$ cat src/rtl/fwd_hazard_ctrl_pkg.sv
// Shared definitions for the EX-stage forwarding and hazard controller:
// default register index width and the bypass source select encodings.
package fwd_hazard_ctrl_pkg;

    localparam int RW_DEFAULT = 5;

    localparam logic [1:0] FSEL_NONE  = 2'b00;
    localparam logic [1:0] FSEL_EXMEM = 2'b01;
    localparam logic [1:0] FSEL_MEMWB = 2'b10;
    localparam logic [1:0] FSEL_WB    = 2'b11;

endpackage

$ cat src/rtl/fwd_hazard_ctrl_match.sv
// Per-operand comparator: checks one ID source index against the three
// in-flight write slots (EX, MEM, WB) and picks the newest producer.
// Also flags when the newest producer is a load still sitting in EX,
// which is the only case that cannot be bypassed in time.
module fwd_match
    import fwd_hazard_ctrl_pkg::*;
#(
    parameter int RW      = RW_DEFAULT,
    parameter bit R0_ZERO = 1'b1
) (
    input  logic          ex_valid,
    input  logic [RW-1:0] ex_rd,
    input  logic          ex_load,
    input  logic          mem_valid,
    input  logic [RW-1:0] mem_rd,
    input  logic          wb_valid,
    input  logic [RW-1:0] wb_rd,
    input  logic [RW-1:0] src,
    input  logic          use_src,
    output logic          forward,
    output logic [1:0]    fsel,
    output logic          ex_load_hit
);

    logic src_ok;
    logic hit_ex;
    logic hit_mem;
    logic hit_wb;

    assign src_ok  = use_src & !(R0_ZERO && (src == '0));
    assign hit_ex  = src_ok & ex_valid  & (ex_rd  == src);
    assign hit_mem = src_ok & mem_valid & (mem_rd == src);
    assign hit_wb  = src_ok & wb_valid  & (wb_rd  == src);

    // Newest producer wins: EX over MEM over WB
    always_comb begin
        forward     = 1'b0;
        fsel        = FSEL_NONE;
        ex_load_hit = hit_ex & ex_load;
        if (hit_ex) begin
            forward = 1'b1;
            fsel    = FSEL_EXMEM;
        end else if (hit_mem) begin
            forward = 1'b1;
            fsel    = FSEL_MEMWB;
        end else if (hit_wb) begin
            forward = 1'b1;
            fsel    = FSEL_WB;
        end
    end

endmodule

$ cat src/rtl/fwd_hazard_ctrl.sv
// Forwarding and hazard controller for the EX operand muxes.
// Tracks in-flight register writes in a 3-slot scoreboard (EX, MEM, WB),
// registers per-operand bypass selects for EX and raises a one-cycle
// combinational stall on a load-use dependency.
// Optional build macro FWD_HAZARD_STATS_EN adds saturating counters for
// stall cycles and forwarding EX cycles.
module fwd_hazard_ctrl
    import fwd_hazard_ctrl_pkg::*;
#(
    parameter int RW      = RW_DEFAULT,
    parameter bit R0_ZERO = 1'b1
) (
    input  logic          clock,
    input  logic          reset,
    input  logic          id_valid,
    input  logic [RW-1:0] id_ra,
    input  logic [RW-1:0] id_rb,
    input  logic          id_use_ra,
    input  logic          id_use_rb,
    input  logic          id_use_imm,
    input  logic [RW-1:0] id_rd,
    input  logic          id_we,
    input  logic          id_load,
    input  logic          flush,
    output logic          forward_a,
    output logic          forward_b,
    output logic [1:0]    fsel_a,
    output logic [1:0]    fsel_b,
`ifdef FWD_HAZARD_STATS_EN
    output logic [15:0]   stat_stalls,
    output logic [15:0]   stat_fwds,
`endif
    output logic          stall
);

    // Only the EX slot keeps the load flag: once a load reaches MEM its
    // data is ready at the end of that stage and forwards normally.
    logic          ex_valid;
    logic [RW-1:0] ex_rd;
    logic          ex_load;
    logic          mem_valid;
    logic [RW-1:0] mem_rd;
    logic          wb_valid;
    logic [RW-1:0] wb_rd;

    logic          fwd_a_c;
    logic          fwd_b_c;
    logic [1:0]    fsel_a_c;
    logic [1:0]    fsel_b_c;
    logic          load_hit_a;
    logic          load_hit_b;
    logic          issue;
    logic          entry_valid;
    logic          use_b_bypass;

    fwd_match #(.RW(RW), .R0_ZERO(R0_ZERO)) u_match_a (
        .ex_valid    (ex_valid),
        .ex_rd       (ex_rd),
        .ex_load     (ex_load),
        .mem_valid   (mem_valid),
        .mem_rd      (mem_rd),
        .wb_valid    (wb_valid),
        .wb_rd       (wb_rd),
        .src         (id_ra),
        .use_src     (id_use_ra),
        .forward     (fwd_a_c),
        .fsel        (fsel_a_c),
        .ex_load_hit (load_hit_a)
    );

    fwd_match #(.RW(RW), .R0_ZERO(R0_ZERO)) u_match_b (
        .ex_valid    (ex_valid),
        .ex_rd       (ex_rd),
        .ex_load     (ex_load),
        .mem_valid   (mem_valid),
        .mem_rd      (mem_rd),
        .wb_valid    (wb_valid),
        .wb_rd       (wb_rd),
        .src         (id_rb),
        .use_src     (id_use_rb),
        .forward     (fwd_b_c),
        .fsel        (fsel_b_c),
        .ex_load_hit (load_hit_b)
    );

    // A flushed or empty ID slot issues nothing into EX; register 0 never
    // becomes a tracked destination when it is hardwired to zero.
    assign issue        = id_valid & ~flush;
    assign entry_valid  = issue & id_we & !(R0_ZERO && (id_rd == '0));
    assign use_b_bypass = issue & ~id_use_imm;

    // Load-use hazard: the value arrives too late for EX, hold ID one cycle
    assign stall = issue & (load_hit_a | load_hit_b);

    // Scoreboard shift and registered EX bypass selects; a stall injects a bubble
    always_ff @(posedge clock) begin
        if (reset) begin
            ex_valid  <= 1'b0;
            ex_rd     <= '0;
            ex_load   <= 1'b0;
            mem_valid <= 1'b0;
            mem_rd    <= '0;
            wb_valid  <= 1'b0;
            wb_rd     <= '0;
            forward_a <= 1'b0;
            forward_b <= 1'b0;
            fsel_a    <= FSEL_NONE;
            fsel_b    <= FSEL_NONE;
        end else begin
            wb_valid  <= mem_valid;
            wb_rd     <= mem_rd;
            mem_valid <= ex_valid;
            mem_rd    <= ex_rd;
            if (stall) begin
                ex_valid  <= 1'b0;
                ex_rd     <= '0;
                ex_load   <= 1'b0;
                forward_a <= 1'b0;
                forward_b <= 1'b0;
                fsel_a    <= FSEL_NONE;
                fsel_b    <= FSEL_NONE;
            end else begin
                ex_valid  <= entry_valid;
                ex_rd     <= id_rd;
                ex_load   <= id_load;
                forward_a <= issue & fwd_a_c;
                fsel_a    <= issue ? fsel_a_c : FSEL_NONE;
                forward_b <= use_b_bypass & fwd_b_c;
                fsel_b    <= use_b_bypass ? fsel_b_c : FSEL_NONE;
            end
        end
    end

`ifdef FWD_HAZARD_STATS_EN
    // Saturating event counters for stall cycles and forwarding EX cycles
    always_ff @(posedge clock) begin
        if (reset) begin
            stat_stalls <= '0;
            stat_fwds   <= '0;
        end else begin
            if (stall && (stat_stalls != 16'hFFFF)) begin
                stat_stalls <= stat_stalls + 16'd1;
            end
            if ((forward_a | forward_b) && (stat_fwds != 16'hFFFF)) begin
                stat_fwds <= stat_fwds + 16'd1;
            end
        end
    end
`endif

endmodule

$ cat config.mk
export PLATFORM = sky130hd
export DESIGN_NAME = fwd_hazard_ctrl
export DESIGN_NICKNAME = d
export VERILOG_FILES = /design/src/rtl/fwd_hazard_ctrl_pkg.sv /design/src/rtl/fwd_hazard_ctrl_match.sv /design/src/rtl/fwd_hazard_ctrl.sv
export SDC_FILE = /design/constraint.sdc
export NUM_CORES = 1
export LEC_CHECK = 0
export CAP_MARGIN = 20
export CORE_UTILIZATION = 35
export DETAILED_ROUTE_END_ITERATION = 16
export SYNTH_ARGS = -nofsm -noshare
export SYNTH_HDL_FRONTEND = slang
export SYNTH_SLANG_ARGS = --single-unit
$ cat constraint.sdc
create_clock -name clock -period 2.35 [get_ports clock]
set_input_delay 0.235 -clock clock [delete_from_list [all_inputs] [get_ports clock]]
set_output_delay 0.235 -clock clock [all_outputs]
set_load 0.005 [all_outputs]
Word-level counts from Yosys, hierarchy flattened
Cells that the tools add are included.
{"block": "op_classes", "n_eq_ne": 6, "mux": 12, "n_bitwise": 28, "reduce_logical": 11}
{"operator": "$eq A5 B5 Y1", "n": 6}
{"operator": "$and A1 B1 Y1", "n": 23}
{"operator": "$logic_not A5 Y1", "n": 3}
{"operator": "$mux W1", "n": 8}
{"operator": "$mux W2", "n": 4}
{"operator": "$reduce_or A4 Y1", "n": 2}
{"operator": "$reduce_or A3 Y1", "n": 2}
{"operator": "$not A1 Y1", "n": 4}
{"operator": "$logic_not A1 Y1", "n": 3}
{"operator": "$reduce_or A2 Y1", "n": 1}
{"operator": "$or A1 B1 Y1", "n": 1}
{"block": "totals", "register_bits": 25, "inputBits": 24, "output_inout_bits": 7, "elab_cells": 70}

Depth between registers and ports, before layout
{"block": "depth", "word_depth": 9, "depth_mapped": 5}

Hierarchy
A second synthesis with hierarchy kept.
{"block": "unflattened", "cells_unflattened": 118, "area_unflattened_um2": 1178.6}
{"module": "fwd_hazard_ctrl", "instances": 1, "cells_per_inst": 60, "area_each_um2": 723.2, "seq_area_each_um2": 500.5}
{"module": "fwd_match", "instances": 2, "cells_per_inst": 29, "area_each_um2": 227.7, "seq_area_each_um2": 0.0}

Worst setup path before layout
OpenSTA, ideal clock, no wires.
{"block": "synth_path", "kind": "register to output", "start": "register ex_rd[1]", "end": "output stall", "t_arrival_ns": 1.559, "t_required_ns": 2.115, "setup_slack_ns": 0.556, "stages_incl_launch_ff": 5, "path_buffers": 0, "path_cell_list": "dfxtp_1 xor2_1 nor4_2 nand4b_4 a2111oi_4"}
{"block": "synth_between", "elab_chain_cells": 5, "word_cells_on_any_way": 8}
{"element": "start, declared", "line": "fwd_hazard_ctrl.sv:39", "rtl": "logic [RW-1:0] ex_rd;"}
{"element": "start signal, assigned", "line": "fwd_hazard_ctrl.sv:124", "rtl": "ex_rd <= id_rd;"}
{"element": "$eq A5 B5 Y1", "line": "fwd_hazard_ctrl_match.sv:31", "rtl": "assign hit_ex = src_ok & ex_valid & (ex_rd == src);"}
{"element": "$and A1 B1 Y1", "line": "fwd_hazard_ctrl_match.sv:31"}
{"element": "$and A1 B1 Y1", "line": "fwd_hazard_ctrl_match.sv:39", "rtl": "ex_load_hit = hit_ex & ex_load;"}
{"element": "$or A1 B1 Y1 (*)", "line": "fwd_hazard_ctrl.sv:93", "rtl": "assign stall = issue & (load_hit_a | load_hit_b);"}
{"element": "$and A1 B1 Y1 (*)", "line": "fwd_hazard_ctrl.sv:93"}
{"element": "end, declared", "line": "fwd_hazard_ctrl.sv:33", "rtl": "output logic stall"}
Every way passes the cells marked *; elsewhere a longest branch is shown, timed or not.

Worst setup path after layout
{"block": "layout_path", "start": "input id_ra[2]", "end": "output stall"}
{"block": "layout_between", "elab_chain_cells": 8, "word_cells_on_any_way": 9}
{"element": "start, declared", "line": "fwd_hazard_ctrl.sv:16", "rtl": "input logic [RW-1:0] id_ra,"}
{"element": "$logic_not A5 Y1", "line": "fwd_hazard_ctrl_match.sv:30", "rtl": "assign src_ok = use_src & !(R0_ZERO && (src == '0));"}
{"element": "$logic_not A1 Y1", "line": "fwd_hazard_ctrl_match.sv:30"}
{"element": "$and A1 B1 Y1", "line": "fwd_hazard_ctrl_match.sv:30"}
{"element": "$and A1 B1 Y1", "line": "fwd_hazard_ctrl_match.sv:31"}
{"element": "$and A1 B1 Y1 (*)", "line": "fwd_hazard_ctrl_match.sv:31"}
{"element": "$and A1 B1 Y1 (*)", "line": "fwd_hazard_ctrl_match.sv:39"}
{"element": "$or A1 B1 Y1 (*)", "line": "fwd_hazard_ctrl.sv:93"}
{"element": "$and A1 B1 Y1 (*)", "line": "fwd_hazard_ctrl.sv:93"}
Marked as above.

==> impl_metrics.csv <==
group,metric,value,unit
outcome,status,"finished, final reports clean",
finish,antenna-diode-count,0,
logic_synthesis,synth-seq-area-share,0.4145,
logic_synthesis,synth_top_area_frac,0.4145,
routing,firstDrtPassIters,4,
sta,max_clock_freq,455.8,MHz
clock_tree,cts_hold_buf,0,
placed_design,placed_area,1694,um^2
routing,drtIter0Drc,15,
job,cap_violations,0,
global_routing,track_usage,0.1701,
sta,skew,1.402,ps
floorplan,num_rows,20,
logic_synthesis,synth_async_sr_flop_share,0,
finish,multiInputGateArea,694.4,um^2
placed_design,place.gp.congestion,0.8441,
clock_tree,cts_buffers,3,
worst_setup_path,r2r_cells,8,
floorplan,die_w,60.74,um
finish,postLayoutCellArea,1734,um^2
worst_setup_path,crit_fanout,2,
worst_setup_path,reg2reg_to,"forward_a",
power,clkPwrFrac,0.247,
logic_synthesis,synth_ff_type,"dfxtp_1",
sta,min_period,2194,ps
global_routing,grt-ovfl-total,0,
finish,fill_cells,323,
clock_tree,path_clk_slew,140,ps
logic_synthesis,synth.distinct_cells,24,
routing,wl,2715,um
clock_tree,clk-insertion-delay-late,320,ps
routing,ant_nets,0,
sta,slew_viol_final,0,
sta,finalHoldViolations,0,
clock_tree,h-tree-depth,1,
placed_design,dp_hpwl,2158,um
floorplan,dieArea,3689,um^2
worst_setup_path,r2r_slack,520,ps
worst_setup_path,crit_type,"primary input to output pin",
global_routing,grt_pass1_wl,4436,um
power,pwr-share-comb,0.183,
finish,area_growth,43.63,%
finish,post-route-util,0.5500,
power,powerDensity,455.5,nW/um^2
sta,slew_headroom,0.7846,
global_routing,grt_antenna_before_repair,0,
power,vdd_ir_drop_max,0.3410,mV
logic_synthesis,synth_area_leaders,"dfxtp_1, xnor2_1, nor2b_1",
logic_synthesis,syn-num-nets,140,
min_path,hold_path_startpoint,"id_we",
routing,drcViolationCount,0,
floorplan,core,3153,um^2
routing,route.vias.total,970,
sta,fin_crit_sh,0.9336,
finish,drive_gt1_frac,0.2275,
logic_synthesis,synth_top_area_cell,"dfxtp_1",
power,seq_power_share,0.570,
sta,rsz0062_at_grt,"no",
logic_synthesis,netlist_instances,116,
sta,setup_viol,0,
finish,regArea,504.2,um^2
power,leakagePower,0.0006377,uW
routing,viasPerCell,4.597,
logic_synthesis,syn-cell-area,1207,um^2
worst_setup_path,worstSetupEndpointType,"output pin",
floorplan,start_util,0.3829,
finish,stdcell_count,211,
placed_design,port_buffers,30,
power,power.total,789.9,uW
floorplan,io_pins,31,
clock_tree,clock_sinks,25,
global_routing,grt_pass1_vias,994,
min_path,hold_path_end,"ex_valid",
worst_setup_path,crit_arrival,1960,ps
clock_tree,clock-root-buffer,"clkbuf_4",
routing,routedWlPerCell,12.87,um
clock_tree,cts_tree,"done",
worst_setup_path,required,2120,ps
sta,worst_pin_slew,320.6,ps
power,p_sw_frac,0.2534,
logic_synthesis,synth_edf_count,0,
global_routing,grt_max_degree,19,
worst_setup_path,critPathLaunchType,"primary input",
placed_design,dp.cells,206,
sta,fin_hold_ws,464.5,ps
power,power.internal,589.7,uW
worst_setup_path,worstReg2RegStart,"ex_rd[1]",
floorplan,die_h,60.74,um
min_path,hold_depth,3,
power,switching_power,200.2,uW
logic_synthesis,ys_ff_latch,25,
finish,final_nets,192,
clock_tree,cts_buffer_depth,2,
logic_synthesis,synth_warnings,0,
min_path,min_path_type,"primary input to register",
logic_synthesis,syn_avg_cell_area,10.41,um^2
per-stage QoR:
stage | setup WS [ps] | TNS [ps]
final | 156.0 | 0
after CTS | 8.255 | 0
after global routing | 51.05 | 0
after global placement | -374.9 | -547.1
after floorplan | 556.5 | 0
after detailed placement | -413.7 | -528.4
kinds of logic after synthesis:
logic type                after synthesis  share of synthesized area
AOI/OAI and AO/OA                      10                    0.09638
xor gates and xnor gates               30                     0.2176
buffers and inverters                   5                    0.01555
DFF                                    25                     0.4145
and+or+nand+nor                        46                     0.2559
critical path, cell delays in order:
cell and delay, ps:
clkdlybuf4s50_1 440, xor2_1 180, nor4_2 320, nand4b_2 210
a2111oi_4 400, clkbuf_2 170
cells in the final DEF (no fill, tap or decap):
cell,instances
dfxtp_1,22
a211oi_1,2
clkbuf_4,3
xor2_1,8
nor4_1,1
dfxtp_2,3
nor3b_1,6
buf_4,20
nor2b_1,12
o21ai_2,2
nand4b_2,1
or3_1,1
nor3_1,6
o21ai_0,2
nand2b_1,3
xnor2_1,22
a2111oi_2,2
a2111oi_4,1
nor4_2,2
nand4_1,4
inv_1,2
or4_1,3
clkbuf_2,1
nand2_1,4
nor2_1,2
clkdlybuf4s50_1,29
a21oi_4,1
clkinv_2,1
nand4b_4,1
synthesized netlist by cell type (3+ instances only):
library cell  number
nor3b_1            6
nor2b_1           12
or4_1              3
xor2_1             8
xnor2_1           22
nand2b_1           3
nand4_1            4
nor3_1             6
nand2_1            4
clkbuf_1           3
dfxtp_1           25
routing by layer:
layer / up-vias / global-route usage / wire length, um
li1: 500 / - / -
met1: 446 / 0.2229 / 1281
met2: 20 / 0.2763 / 1302
met3: 4 / 0.02559 / 86
met4: 0 / 0.07792 / 44
met5: - / 0 / 0
flip-flops by register name, indices dropped and copies added, names as in the netlist, 2 cells and up:
signal and flops:
ex_rd 5, wb_rd 5, fsel_a 2, fsel_b 2, mem_rd 5
layout make-up:
type	instances	area share
Clock buffer	3	0.01299
Clock inverter	1	0.002886
Inverter	2	0.004329
Multi-Input combinational cell	86	0.4004
Sequential cell	25	0.2908
Tap cell	44	0.03175
Timing Repair Buffer	50	0.2569
power groups by stage:
stage	logic (uW)	clock network, uW	registers (uW)
3_3_place_gp	140	0	459
3_5_place_dp	143	0	459
5_1_grt	157	226	452
6_report	145	195	450
2_1_floorplan	64.0	0	455
4_1_cts	146	201	450
worst max-delay path by stage:
stage / start / endpoint / slack (ps) / cells past startpoint
floorplan: ex_rd[1] / stall / 560 / 4
global placement: id_ra[1] / stall / -370 / 6
detailed placement: id_ra[1] / stall / -410 / 6
CTS: ex_rd[1] / stall / 8 / 6
global route: ex_rd[2] / stall / 50 / 5
finish: id_ra[2] / stall / 160 / 6
repair_timing:
| action | 4_1_cts | 5_1_grt |
|---|---|---|
| buffers inserted | 1 | 0 |
| pin swaps | 1 | 3 |
| endpoints found under the setup margin | 1 | 1 |
| cloned | 0 | 0 |
| resized for setup | 4 | 3 |
Power figures use the tool's default switching activity.
